===== src/rtl/vector_pkg.sv =====
// Shared types and constants for the vector list player.
// Optional feature macro: VECLIST_FRAME_SYNC_EN adds a SYNC state.
package vector_pkg;

  // Default coordinate width of the line drawer.
  localparam int DEFAULT_COORD_W = 12;

  // Command opcodes stored in the top two bits of each list entry.
  typedef enum logic [1:0] {
    OP_DRAW = 2'b00,
    OP_JUMP = 2'b01,
    OP_END  = 2'b10,
    OP_NOP  = 2'b11
  } vec_op_t;

  // Layout of one list entry at the default coordinate width.
  typedef struct packed {
    vec_op_t                    op;
    logic [DEFAULT_COORD_W-1:0] x;
    logic [DEFAULT_COORD_W-1:0] y;
  } vec_entry_t;

  // Sequencer states, kept as plain constants so older tools accept them.
  typedef logic [2:0] vec_state_t;
  localparam vec_state_t ST_IDLE   = 3'd0;
  localparam vec_state_t ST_FETCH  = 3'd1;
  localparam vec_state_t ST_DECODE = 3'd2;
  localparam vec_state_t ST_ISSUE  = 3'd3;
  localparam vec_state_t ST_HOLD   = 3'd4;
  localparam vec_state_t ST_WAIT   = 3'd5;
`ifdef VECLIST_FRAME_SYNC_EN
  localparam vec_state_t ST_SYNC   = 3'd6;
`endif

endpackage


===== src/rtl/vector_list_ram.sv =====
// Simple dual-port command list: one write port, one registered read port.
// A read and a write to the same address in one cycle return the old data.
module vector_list_ram #(
  parameter int WIDTH  = 26,
  parameter int DEPTH  = 16,
  parameter int ADDR_W = $clog2(DEPTH)
) (
  input  logic              clk,
  input  logic              wr_en,
  input  logic [ADDR_W-1:0] wr_addr,
  input  logic [WIDTH-1:0]  wr_data,
  input  logic [ADDR_W-1:0] rd_addr,
  output logic [WIDTH-1:0]  rd_data
);

  logic [WIDTH-1:0] mem [DEPTH];
  logic [WIDTH-1:0] rd_data_q;

  // Write and registered read share one edge so the read sees pre-write data.
  always_ff @(posedge clk) begin
    if (wr_en) begin
      mem[wr_addr] <= wr_data;
    end
    rd_data_q <= mem[rd_addr];
  end

  assign rd_data = rd_data_q;

endmodule


===== src/rtl/vector_list_player.sv =====
// Plays a writable list of DRAW/JUMP/NOP/END commands to a line drawer
// over the x/y/draw/jump/ready handshake, with looping and clean stop.
// Optional feature macro: VECLIST_FRAME_SYNC_EN (frame_sync input + SYNC state).
module vector_list_player
  import vector_pkg::*;
#(
  parameter int COORD_W = DEFAULT_COORD_W,
  parameter int DEPTH   = 16,
  parameter int ADDR_W  = $clog2(DEPTH)
) (
  input  logic                   clk,
  input  logic                   reset,
  input  logic                   start,
  input  logic                   stop,
  input  logic                   loop_en,
  input  logic                   wr_en,
  input  logic [ADDR_W-1:0]      wr_addr,
  input  logic [2+2*COORD_W-1:0] wr_data,
  input  logic                   ready,
`ifdef VECLIST_FRAME_SYNC_EN
  input  logic                   frame_sync,
`endif
  output logic [COORD_W-1:0]     x,
  output logic [COORD_W-1:0]     y,
  output logic                   draw,
  output logic                   jump,
  output logic                   busy,
  output logic                   frame_done,
  output logic [15:0]            frame_count
);

  localparam int               EW   = 2 + 2*COORD_W;
  localparam logic [ADDR_W-1:0] LAST = ADDR_W'(DEPTH - 1);

  vec_state_t          state_q, state_d;
  logic [ADDR_W-1:0]   addr_q, addr_d;
  logic [COORD_W-1:0]  x_q, x_d, y_q, y_d;
  logic                is_jump_q, is_jump_d;
  logic                draw_q, draw_d, jump_q, jump_d;
  logic                frame_done_q, frame_done_d;
  logic [15:0]         frame_count_q, frame_count_d;
  logic                stop_q, stop_d;
  logic                stop_seen, end_frame;
  logic [EW-1:0]       rd_data;
  vec_op_t             rd_op;

  vector_list_ram #(.WIDTH(EW), .DEPTH(DEPTH), .ADDR_W(ADDR_W)) u_ram (
    .clk     (clk),
    .wr_en   (wr_en),
    .wr_addr (wr_addr),
    .wr_data (wr_data),
    .rd_addr (addr_q),
    .rd_data (rd_data)
  );

  assign rd_op     = vec_op_t'(rd_data[EW-1 -: 2]);
  // A stop arriving this cycle counts as latched so it is honoured promptly.
  assign stop_seen = stop_q | stop;

  // Next-state, address, coordinate and pulse logic.
  always_comb begin
    state_d       = state_q;
    addr_d        = addr_q;
    x_d           = x_q;
    y_d           = y_q;
    is_jump_d     = is_jump_q;
    draw_d        = 1'b0;
    jump_d        = 1'b0;
    frame_done_d  = 1'b0;
    frame_count_d = frame_count_q;
    stop_d        = stop_seen;
    end_frame     = 1'b0;
    case (state_q)
      ST_IDLE: begin
        // Idle always consumes any stop, including one paired with start.
        stop_d = 1'b0;
        addr_d = '0;
        if (start && !stop_seen) state_d = ST_FETCH;
      end
      ST_FETCH: state_d = ST_DECODE;
      ST_DECODE: begin
        case (rd_op)
          OP_DRAW, OP_JUMP: begin
            x_d       = rd_data[2*COORD_W-1 -: COORD_W];
            y_d       = rd_data[COORD_W-1:0];
            is_jump_d = (rd_op == OP_JUMP);
            state_d   = ST_ISSUE;
          end
          OP_NOP: begin
            if (addr_q == LAST) begin
              end_frame = 1'b1;
            end else begin
              addr_d  = addr_q + ADDR_W'(1);
              state_d = ST_FETCH;
            end
          end
          default: end_frame = 1'b1;
        endcase
      end
      ST_ISSUE: begin
        if (ready) begin
          draw_d  = !is_jump_q;
          jump_d  = is_jump_q;
          state_d = ST_HOLD;
        end
      end
      // The drawer needs a cycle to drop ready after a pulse.
      ST_HOLD: state_d = ST_WAIT;
      ST_WAIT: begin
        if (ready) begin
          if (addr_q == LAST) begin
            end_frame = 1'b1;
          end else if (stop_seen) begin
            addr_d  = '0;
            stop_d  = 1'b0;
            state_d = ST_IDLE;
          end else begin
            addr_d  = addr_q + ADDR_W'(1);
            state_d = ST_FETCH;
          end
        end
      end
`ifdef VECLIST_FRAME_SYNC_EN
      ST_SYNC: begin
        if (stop_seen) begin
          stop_d  = 1'b0;
          state_d = ST_IDLE;
        end else if (frame_sync) begin
          state_d = ST_FETCH;
        end
      end
`endif
      default: state_d = ST_IDLE;
    endcase
    // Explicit END and running off the end of the list share this path.
    if (end_frame) begin
      frame_done_d  = 1'b1;
      frame_count_d = frame_count_q + 16'd1;
      addr_d        = '0;
      if (loop_en && !stop_seen) begin
`ifdef VECLIST_FRAME_SYNC_EN
        state_d = ST_SYNC;
`else
        state_d = ST_FETCH;
`endif
      end else begin
        stop_d  = 1'b0;
        state_d = ST_IDLE;
      end
    end
  end

  // State and output registers; reset abandons any in-flight command.
  always_ff @(posedge clk or posedge reset) begin
    if (reset) begin
      state_q       <= ST_IDLE;
      addr_q        <= '0;
      x_q           <= '0;
      y_q           <= '0;
      is_jump_q     <= 1'b0;
      draw_q        <= 1'b0;
      jump_q        <= 1'b0;
      frame_done_q  <= 1'b0;
      frame_count_q <= '0;
      stop_q        <= 1'b0;
    end else begin
      state_q       <= state_d;
      addr_q        <= addr_d;
      x_q           <= x_d;
      y_q           <= y_d;
      is_jump_q     <= is_jump_d;
      draw_q        <= draw_d;
      jump_q        <= jump_d;
      frame_done_q  <= frame_done_d;
      frame_count_q <= frame_count_d;
      stop_q        <= stop_d;
    end
  end

  assign x           = x_q;
  assign y           = y_q;
  assign draw        = draw_q;
  assign jump        = jump_q;
  assign busy        = (state_q != ST_IDLE);
  assign frame_done  = frame_done_q;
  assign frame_count = frame_count_q;

endmodule

===== config.mk =====
export PLATFORM = sky130hd
export DESIGN_NAME = vector_list_player
export DESIGN_NICKNAME = d
export VERILOG_FILES = /design/src/rtl/vector_pkg.sv /design/src/rtl/vector_list_ram.sv /design/src/rtl/vector_list_player.sv
export SDC_FILE = /design/constraint.sdc
export NUM_CORES = 1
export LEC_CHECK = 0
export ABC_AREA = 1
export ABC_CLOCK_PERIOD_IN_PS = 1650
export CORE_MARGIN = 2
export CORE_UTILIZATION = 35
export CTS_CLUSTER_SIZE = 20
export DETAILED_ROUTE_END_ITERATION = 8
export GPL_ROUTABILITY_DRIVEN = 0
export HOLD_SLACK_MARGIN = 0.08
export PLACE_DENSITY = 0.52
export SKIP_CTS_REPAIR_TIMING = 1
export SLEW_MARGIN = 20
export SYNTH_ARGS = -nofsm -noshare
export SYNTH_HDL_FRONTEND = slang
export SYNTH_HIERARCHICAL = 1
export SYNTH_SLANG_ARGS = --single-unit

===== constraint.sdc =====
create_clock -name clk -period 1.65 [get_ports clk]
set_clock_uncertainty 0.05 [all_clocks]
set_input_delay 0.2475 -clock clk [delete_from_list [all_inputs] [get_ports clk]]
set_output_delay 0.2475 -clock clk [all_outputs]
set_load 0.02 [all_outputs]

==> results of run 1 <==
[power by group through the flow]
stage / combinational (mW) / clock (mW) / sequential [mW]
6_report: 10.3 / 11.7 / 15.0
5_1_grt: 11.2 / 12.5 / 15.1
4_1_cts: 7.90 / 12.0 / 15.0
3_5_place_dp: 7.87 / 0 / 15.2
3_3_place_gp: 7.80 / 0 / 15.2
2_1_floorplan: 4.17 / 0 / 15.5
[kinds of logic (layout without fill, tap and decap cells)]
logic type,Yosys count,count (layout),share of synthesized area [%]
compound gates,19,19,0.5566
xor+xnor,15,15,0.6644
fa+ha+maj,2,2,0.1197
buf+inv,432,700,8.343
flops,494,494,68.47
simple gates,1084,1085,21.85
[metrics by stage]
| stage | setup slack [ns] | power (mW) |
|---|---|---|
| 6_report | -0.1043 | 36.99 |
| 3_3_place_gp | -0.1757 | 23.02 |
| 3_5_place_dp | -0.1422 | 23.11 |
| 2_1_floorplan | -0.3803 | 19.68 |
| 4_1_cts | -0.5585 | 34.86 |
| 5_1_grt | -0.1964 | 38.70 |
[final timing paths]
check / from / endpoint / slack [ns]
setup / recovery: addr_q[0] / state_q[1] / -0.10
max in group asynchronous: reset / addr_q[1] / 0.75
min in group asynchronous: reset / frame_count[10] / 0.55
hold / removal: stop / stop_q / 0.32
setup reg to reg: addr_q[0] / state_q[1] / -0.10
hold reg to reg: u_ram/rd_data[0] / y[0] / 0.37
[per-layer routing]
layer  vias up  share of wire, %
met5         -                 0
met4         0               1.8
met3        72               6.5
met2       395                47
met1      7070                45
li1       7045                 -
[sequential cells by signal, summed over array words and instances, names as in the netlist]
signal,flops
u_ram/rd_data,26
draw,1
x,12
u_ram/mem,416
addr_q,4
is_jump_q,1
y,12
state_q,3
stop_q,1
frame_count,16
jump,1
frame_done,1
[area by class of cell]
class                           instances  area (um2)  area share (%)
Clock buffer                           63        1415           5.059
Sequential cell                       494       14330           51.22
Clock inverter                         33       301.5           1.078
Multi-Input combinational cell       1121        6071           21.70
Tap cell                              773       967.2           3.458
Timing Repair Buffer                  262        3581           12.80
Inverter                              342        1310           4.683
[critical path: cells and delay by family, from the launching register on]
| family | cells | cell delay, ns |
|---|---|---|
| DFF | 1 | 0.52 |
| and+or+nand+nor | 4 | 0.44 |
| buffers and inverters | 3 | 0.32 |
| AOI/OAI and AO/OA | 2 | 0.17 |
| adders and majority gates | 1 | 0.13 |
[cell usage in the layout (no fill, tap or decap), types with 40 or more instances in the layout]
master	n
nand2_1	583
edfxtp_1	416
inv_1	332
nand3_1	214
nand3_2	103
nand2_2	91
clkbuf_16	76
buf_4	68
buf_12	59
dfrtp_1	46
dlymetal6s2s_1	40
==> results.sh, run 1 <==
export IMPL_status="complete, but fails checks"
export IMPL_violations="setup timing"
export IMPL_clock_latency_ns=0.60
export IMPL_grt_pass1_vias=13570
export IMPL_ys_warn_count=6
export IMPL_hold_class="in -> reg"
export IMPL_hold_viol=0
export IMPL_clk_pin_slew_ns=0.06
export IMPL_peakVddDrop_mv=0.7475
export IMPL_pin_count=81
export IMPL_p_int_mw=25.64
export IMPL_worstSetupStartpointType="register"
export IMPL_switchingPower_mw=11.36
export IMPL_viasPerCell=4.722
export IMPL_synth_area_mm2=0.02091
export IMPL_clock_root_buffer="clkbuf_16"
export IMPL_routed_wl_um=56150
export IMPL_drive_above_1_share_pct=23.41
export IMPL_grt_pass1_wl_um=78460
export IMPL_num_vias=14580
export IMPL_hold_depth=3
export IMPL_dpl_cell_area_mm2=0.02395
export IMPL_grt_max_degree=53
export IMPL_fmax_mhz=570.0
export IMPL_synth_avg_cell_area_um2=10.22
export IMPL_p_seq_share_pct=40.5
export IMPL_fin_util_pct=47.39
export IMPL_grtUsageTotal_pct=16.83
export IMPL_antenna_violating_nets_post_route=0
export IMPL_crit_top_cell="nand3_4"
export IMPL_wl_per_cell_um=18.18
export IMPL_ys_seq_elements=494
export IMPL_setup_ws_ns=-0.1043
export IMPL_post_route_period_util_pct=106.3
export IMPL_async_flop_share_pct=10.53
export IMPL_maxSlewViolCount=0
export IMPL_cts_max_path_buffers=3
export IMPL_cp_max_fo=8
export IMPL_fin_area_mm2=0.02797
export IMPL_setup_viol=38
export IMPL_synthTopCellsByArea="edfxtp_1, nand2_1, nand3_1"
export IMPL_synth_top_flop_cell="edfxtp_1"
export IMPL_die_w_um=248.4
export IMPL_ys_seq_area_share_pct=68.47
export IMPL_drtIter0Drc=1042
export IMPL_p_clk_share_pct=31.7
export IMPL_portBuffers=80
export IMPL_cts_tree="done"
export IMPL_crit_path_cell_trace="buf_6 > ha_4 > nand3_4 > nand2_2 > nand3_4 > nand2_8 > buf_12 > clkinv_8 > o21ai_2 > o31ai_4"
export IMPL_initial_core_util_pct=35.42
export IMPL_fin_nets=2312
export IMPL_worstPathRequired_ns=2.07
export IMPL_p_leak_nw=12.45
export IMPL_num_rows=89
export IMPL_place_inst=2937
export IMPL_first_pass_iters=5
export IMPL_cp_end_kind="register"
export IMPL_rsz0062_at_grt="true"
export IMPL_die_h_um=248.4
export IMPL_syn_nets=2085
export IMPL_yosysMostFrequentCell="nand2_1"
export IMPL_num_antenna_cells=0
export IMPL_grtUsageMet1_pct=24.11
export IMPL_synth_cell_types=36
export IMPL_area_delta_synth_final_pct=33.80
export IMPL_cts_max_level=2
export IMPL_final_cell_count_no_fill=3088
export IMPL_synth_top_cells_by_count="nand2_1, edfxtp_1, inv_1, nand3_1, dfrtp_1"
export IMPL_yosys_area_top_type="edfxtp_1"
export IMPL_tightest_slew_ns=0.6263
export IMPL_use_met2_pct=26.35
export IMPL_critical_path_max_stage_delay_ns=0.52
export IMPL_overflow=0
export IMPL_fill_cells=5360
export IMPL_use_met3_pct=2.930
export IMPL_worst_hold_slack_ns=0.3189
export IMPL_fin_tns_setup_ns=-1.412
export IMPL_critPathSlowestCell="dfrtp_4"
export IMPL_busiest_layer="met2"
export IMPL_antenna_found_initial=3
export IMPL_slew_headroom_pct=58.24
export IMPL_synth_edff_count=416
export IMPL_timing_final_crit_period_ns=1.754
export IMPL_reg2reg_depth=10
export IMPL_comb_power_share_pct=27.9
export IMPL_cellPowerDensity_mw_per_mm2=1323
export IMPL_die_area_mm2=0.06170
export IMPL_arrival_ns=2.17
export IMPL_sw_frac_of_total_pct=30.70
export IMPL_drv_cap=0
export IMPL_core_area_mm2=0.05902
export IMPL_dp_hpwl_um=33030
export IMPL_synth_cells=2046
export IMPL_cts_made_buffers=52
export IMPL_drc=0
export IMPL_critPathKind="reg -> reg"
export IMPL_clock_sinks=494
export IMPL_synth_top_area_share_pct=59.76
(Power assumes the default switching activity.)
==> run 2, diff against run 1 <==
Settings changed: REMOVE_ABC_BUFFERS set to 1.
==> results.sh, run 2 (synthesized netlist as in run 1, its figures left out) <==
export IMPL_slew_headroom_pct=68.67
export IMPL_hold_viol=0
export IMPL_worstSetupStartpointType="register"
export IMPL_status="complete, but fails checks"
export IMPL_regArea_mm2=0.01433
export IMPL_largest_register_ffs=416
export IMPL_top_register="u_ram/mem"
export IMPL_cts_tree="done"
export IMPL_core_area_mm2=0.05902
export IMPL_drive_above_1_share_pct=23.30
export IMPL_multi_input_area_mm2=0.005984
export IMPL_fin_area_mm2=0.02859
export IMPL_place_inst=2964
export IMPL_r2r_slack_ns=-0.09
export IMPL_die_w_um=248.4
export IMPL_grt_pass1_wl_um=82660
export IMPL_post_route_period_util_pct=108.6
export IMPL_rsz0062_at_grt="true"
export IMPL_num_vias=14890
export IMPL_clock_sinks=494
export IMPL_final_cell_count_no_fill=3125
export IMPL_worstPathRequired_ns=1.35
export IMPL_overflow=0
export IMPL_p_leak_nw=12.72
export IMPL_grtUsageTotal_pct=17.67
export IMPL_initial_core_util_pct=35.42
export IMPL_clock_root_buffer="clkbuf_16"
export IMPL_antenna_violating_nets_post_route=0
export IMPL_cts_max_level=2
export IMPL_peakVddDrop_mv=0.7516
export IMPL_antenna_found_initial=0
export IMPL_worst_hold_slack_ns=0.2966
export IMPL_viasPerCell=4.766
export IMPL_fmax_mhz=558.0
export IMPL_final_common_cell="nand2_1"
export IMPL_cts_made_buffers=54
export IMPL_setup_viol=34
export IMPL_critPathKind="reg -> out"
export IMPL_pin_count=81
export IMPL_grt_max_degree=48
export IMPL_cts_max_path_buffers=3
export IMPL_drc=0
export IMPL_dp_hpwl_um=34420
export IMPL_grt_pass1_vias=14370
export IMPL_num_antenna_cells=0
export IMPL_die_area_mm2=0.06170
export IMPL_cp_max_fo=6
export IMPL_clock_latency_ns=0.60
export IMPL_fin_nets=2346
export IMPL_tightest_slew_ns=0.4683
export IMPL_clk_pin_slew_ns=0.06
export IMPL_arrival_ns=1.49
export IMPL_drv_cap=0
export IMPL_fin_util_pct=48.44
export IMPL_area_delta_synth_final_pct=36.76
export IMPL_dpl_worst_slack_ns=-0.1569
export IMPL_maxSlewViolCount=0
export IMPL_violations="setup timing"
export IMPL_layout_common_cells="nand2_1, edfxtp_1, inv_1, nand3_1, nand3_2"
export IMPL_hold_class="in -> reg"
export IMPL_fill_cells=5339
export IMPL_die_h_um=248.4
export IMPL_first_pass_iters=7
export IMPL_setup_ws_ns=-0.1422
export IMPL_dpl_cell_area_mm2=0.02430
export IMPL_portBuffers=80
export IMPL_cellPowerDensity_mw_per_mm2=1342
export IMPL_drtIter0Drc=1109
export IMPL_routed_wl_um=58640
export IMPL_wl_per_cell_um=18.77
export IMPL_timing_final_crit_period_ns=1.792
export IMPL_cp_end_kind="output port"
export IMPL_num_rows=89
run 2: cell count changes in the layout (fill, tap and decap cells not counted), moves of 3 or more:
| cell | delta |
|---|---|
| nand2_1 | +40 |
| nand2_2 | -35 |
| buf_4 | +14 |
| buf_12 | +7 |
| clkbuf_16 | +7 |
| nand3_2 | +7 |
| nand2_4 | -6 |
| nand3_1 | -6 |
| clkinv_2 | -4 |
| buf_16 | +3 |
| bufinv_16 | +3 |
| clkbuf_1 | +3 |
run 2: worst max-delay path, stage by stage, from the launching register on:
cell	delay, ns
dfrtp_2	0.45
nor2_1	0.14
nand2_1	0.09
dlymetal6s2s_1	0.21
run 2: worst paths after layout:
| kind | start | to | cells after the start |
|---|---|---|---|
| max | state_q[0] | busy | 3 |
| min | stop | stop_q | 3 |
| max reg2reg | addr_q[0] | u_ram/rd_data[4] | 11 |
| min reg2reg | u_ram/rd_data[10] | y[10] | 2 |
| max in group asynchronous | reset | state_q[0] | 4 |
| min in group asynchronous | reset | y[3] | 4 |
run 2: layout make-up:
type / instances / area share [%]
Multi-Input combinational cell: 1120 / 20.93
Timing Repair inverter: 2 / 0.1619
Clock inverter: 30 / 1.234
Timing Repair Buffer: 293 / 14.19
Sequential cell: 494 / 50.11
Tap cell: 773 / 3.383
Inverter: 342 / 4.639
Clock buffer: 71 / 5.348
run 2: routing by layer:
layer	part of all wire (%)	global-route usage [%]	up-vias
met5	0	0	-
met4	2.4	5.445	0
li1	-	-	7109
met3	4.6	2.478	85
met1	43	22.87	7329
met2	50	30.67	371
run 2: through the flow:
stage,TNS (ns),power [mW]
global route,-4.255,40.10
finish,-1.553,38.36
detailed placement,-50.29,23.31
global placement,-48.48,23.24
CTS,-13.28,36.04
floorplan,-367.52,19.57
run 2: report_power, final:
group,switching [mW],total [mW],internal [mW]
registers,0.500,15.0,14.5
logic,6.03,10.7,4.65
clock network,4.96,12.7,7.74
total,11.5,38.4,26.9
==> run 3, diff against run 2 <==
Settings changed: CORE_MARGIN 2 to unset.
==> results.sh, run 3 (synthesized netlist as in run 1, its figures left out) <==
export IMPL_portBuffers=80
export IMPL_dp_hpwl_um=32990
export IMPL_antenna_violating_nets_post_route=0
export IMPL_drv_cap=0
export IMPL_grt_pass1_wl_um=81380
export IMPL_timing_final_crit_period_ns=1.803
export IMPL_pin_count=81
export IMPL_cp_max_fo=5
export IMPL_fill_cells=5361
export IMPL_maxSlewViolCount=0
export IMPL_die_w_um=246.4
export IMPL_num_rows=89
export IMPL_setup_viol=26
export IMPL_critPathSlowestCell="dfrtp_1"
export IMPL_cts_max_level=2
export IMPL_drive_above_1_share_pct=18.71
export IMPL_crit_buf_inv=1
export IMPL_slew_headroom_pct=70.77
export IMPL_die_h_um=246.4
export IMPL_die_area_mm2=0.06071
export IMPL_critical_path_max_stage_delay_ns=0.43
export IMPL_grtUsageTotal_pct=17.70
export IMPL_violations="setup timing"
export IMPL_area_delta_synth_final_pct=31.82
export IMPL_worstPathRequired_ns=1.35
export IMPL_drc=0
export IMPL_fmax_mhz=554.6
export IMPL_cpLargestDelayFamily="flip-flops"
export IMPL_tightest_slew_ns=0.4384
export IMPL_grt_pass1_vias=13710
export IMPL_wl_per_cell_um=18.54
export IMPL_top_register="u_ram/mem"
export IMPL_first_pass_iters=5
export IMPL_regArea_mm2=0.01432
export IMPL_r2r_slack_ns=-0.09
export IMPL_clk_pin_slew_ns=0.05
export IMPL_final_cell_count_no_fill=3093
export IMPL_fin_nets=2316
export IMPL_grtUsageMet1_pct=25.85
export IMPL_cellPowerDensity_mw_per_mm2=1322
export IMPL_post_route_period_util_pct=109.3
export IMPL_use_met3_pct=3.061
export IMPL_crit_path_start="state_q[1]"
export IMPL_worstSetupStartpointType="register"
export IMPL_dpl_worst_slack_ns=-0.3011
export IMPL_place_inst=2952
export IMPL_cp_end_kind="output port"
export IMPL_use_met2_pct=27.15
export IMPL_grt_max_degree=59
export IMPL_crit_path_cell_trace="nor2_1 > nand2_1 > dlymetal6s2s_1"
export IMPL_rsz0062_at_grt="true"
export IMPL_overflow=0
export IMPL_clock_root_buffer="clkbuf_16"
export IMPL_setup_ws_ns=-0.1530
export IMPL_arrival_ns=1.51
export IMPL_routed_wl_um=57330
export IMPL_num_vias=14650
export IMPL_final_common_cell="nand2_1"
export IMPL_peakVddDrop_mv=1.008
export IMPL_clock_sinks=494
export IMPL_p_leak_nw=12.24
export IMPL_largest_register_ffs=416
export IMPL_hold_viol=0
export IMPL_initial_core_util_pct=35.42
export IMPL_busiest_layer="met2"
export IMPL_dpl_cell_area_mm2=0.02420
export IMPL_cts_made_buffers=53
export IMPL_cts_tree="done"
export IMPL_multi_input_area_mm2=0.005670
export IMPL_critPathKind="reg -> out"
export IMPL_clock_latency_ns=0.59
export IMPL_core_area_mm2=0.05902
export IMPL_fin_area_mm2=0.02756
export IMPL_antenna_found_initial=0
export IMPL_hold_class="in -> reg"
export IMPL_layout_common_cells="nand2_1, edfxtp_1, inv_1, nand3_1, nand3_2"
export IMPL_cts_max_path_buffers=3
export IMPL_viasPerCell=4.735
export IMPL_worstReg2RegStart="addr_q[0]"
export IMPL_status="complete, but fails checks"
export IMPL_hold_start="loop_en"
export IMPL_drtIter0Drc=1094
run 3: final cells by class:
type	instances	share of cell area, %
antenna	1	0.009081
clock buffer	81	5.448
clock inverter	16	0.6720
inverter	342	4.740
multi-input combinational	1121	20.58
sequential	494	51.97
tap	773	3.510
timing repair buffer	264	13.03
timing repair inverter	1	0.04086
run 3: metal layers:
metal	part of all wire (%)	vias up
met3	6.0	67
met1	47	7133
met4	1.6	0
li1	-	7045
met5	0	-
met2	46	401
run 3: through the flow:
stage	utilization [%]	power, mW	hold WS (ns)	setup TNS, ns
2_1_floorplan	-	19.57	0.2915	-367.52
3_5_place_dp	41.00	23.22	0.3690	-80.18
5_1_grt	46.69	38.09	0.3601	-3.183
3_3_place_gp	41.00	23.16	0.3635	-85.67
6_report	46.69	36.44	0.3371	-0.8897
4_1_cts	43.86	34.90	-0.005945	-12.16
run 3: where the power goes:
part,switching (mW),internal (mW)
clock,4.76,6.86
combinational,5.80,4.08
sequential,0.464,14.5
total,11.0,25.4
run 3: final timing paths:
kind                                   to  cells after the start
max                                  busy                      3
min                            state_q[0]                      7
max reg2reg                     addr_q[1]                     10
min reg2reg                         x[10]                      2
max in group asynchronous       addr_q[1]                      4
min in group asynchronous  frame_count[3]                      4
run 3: tightest hold or removal path, delay by kind of cell:
kind	cells	cell delay (ns)
and+or+nand+nor	5	0.22
buffers and inverters	2	0.45
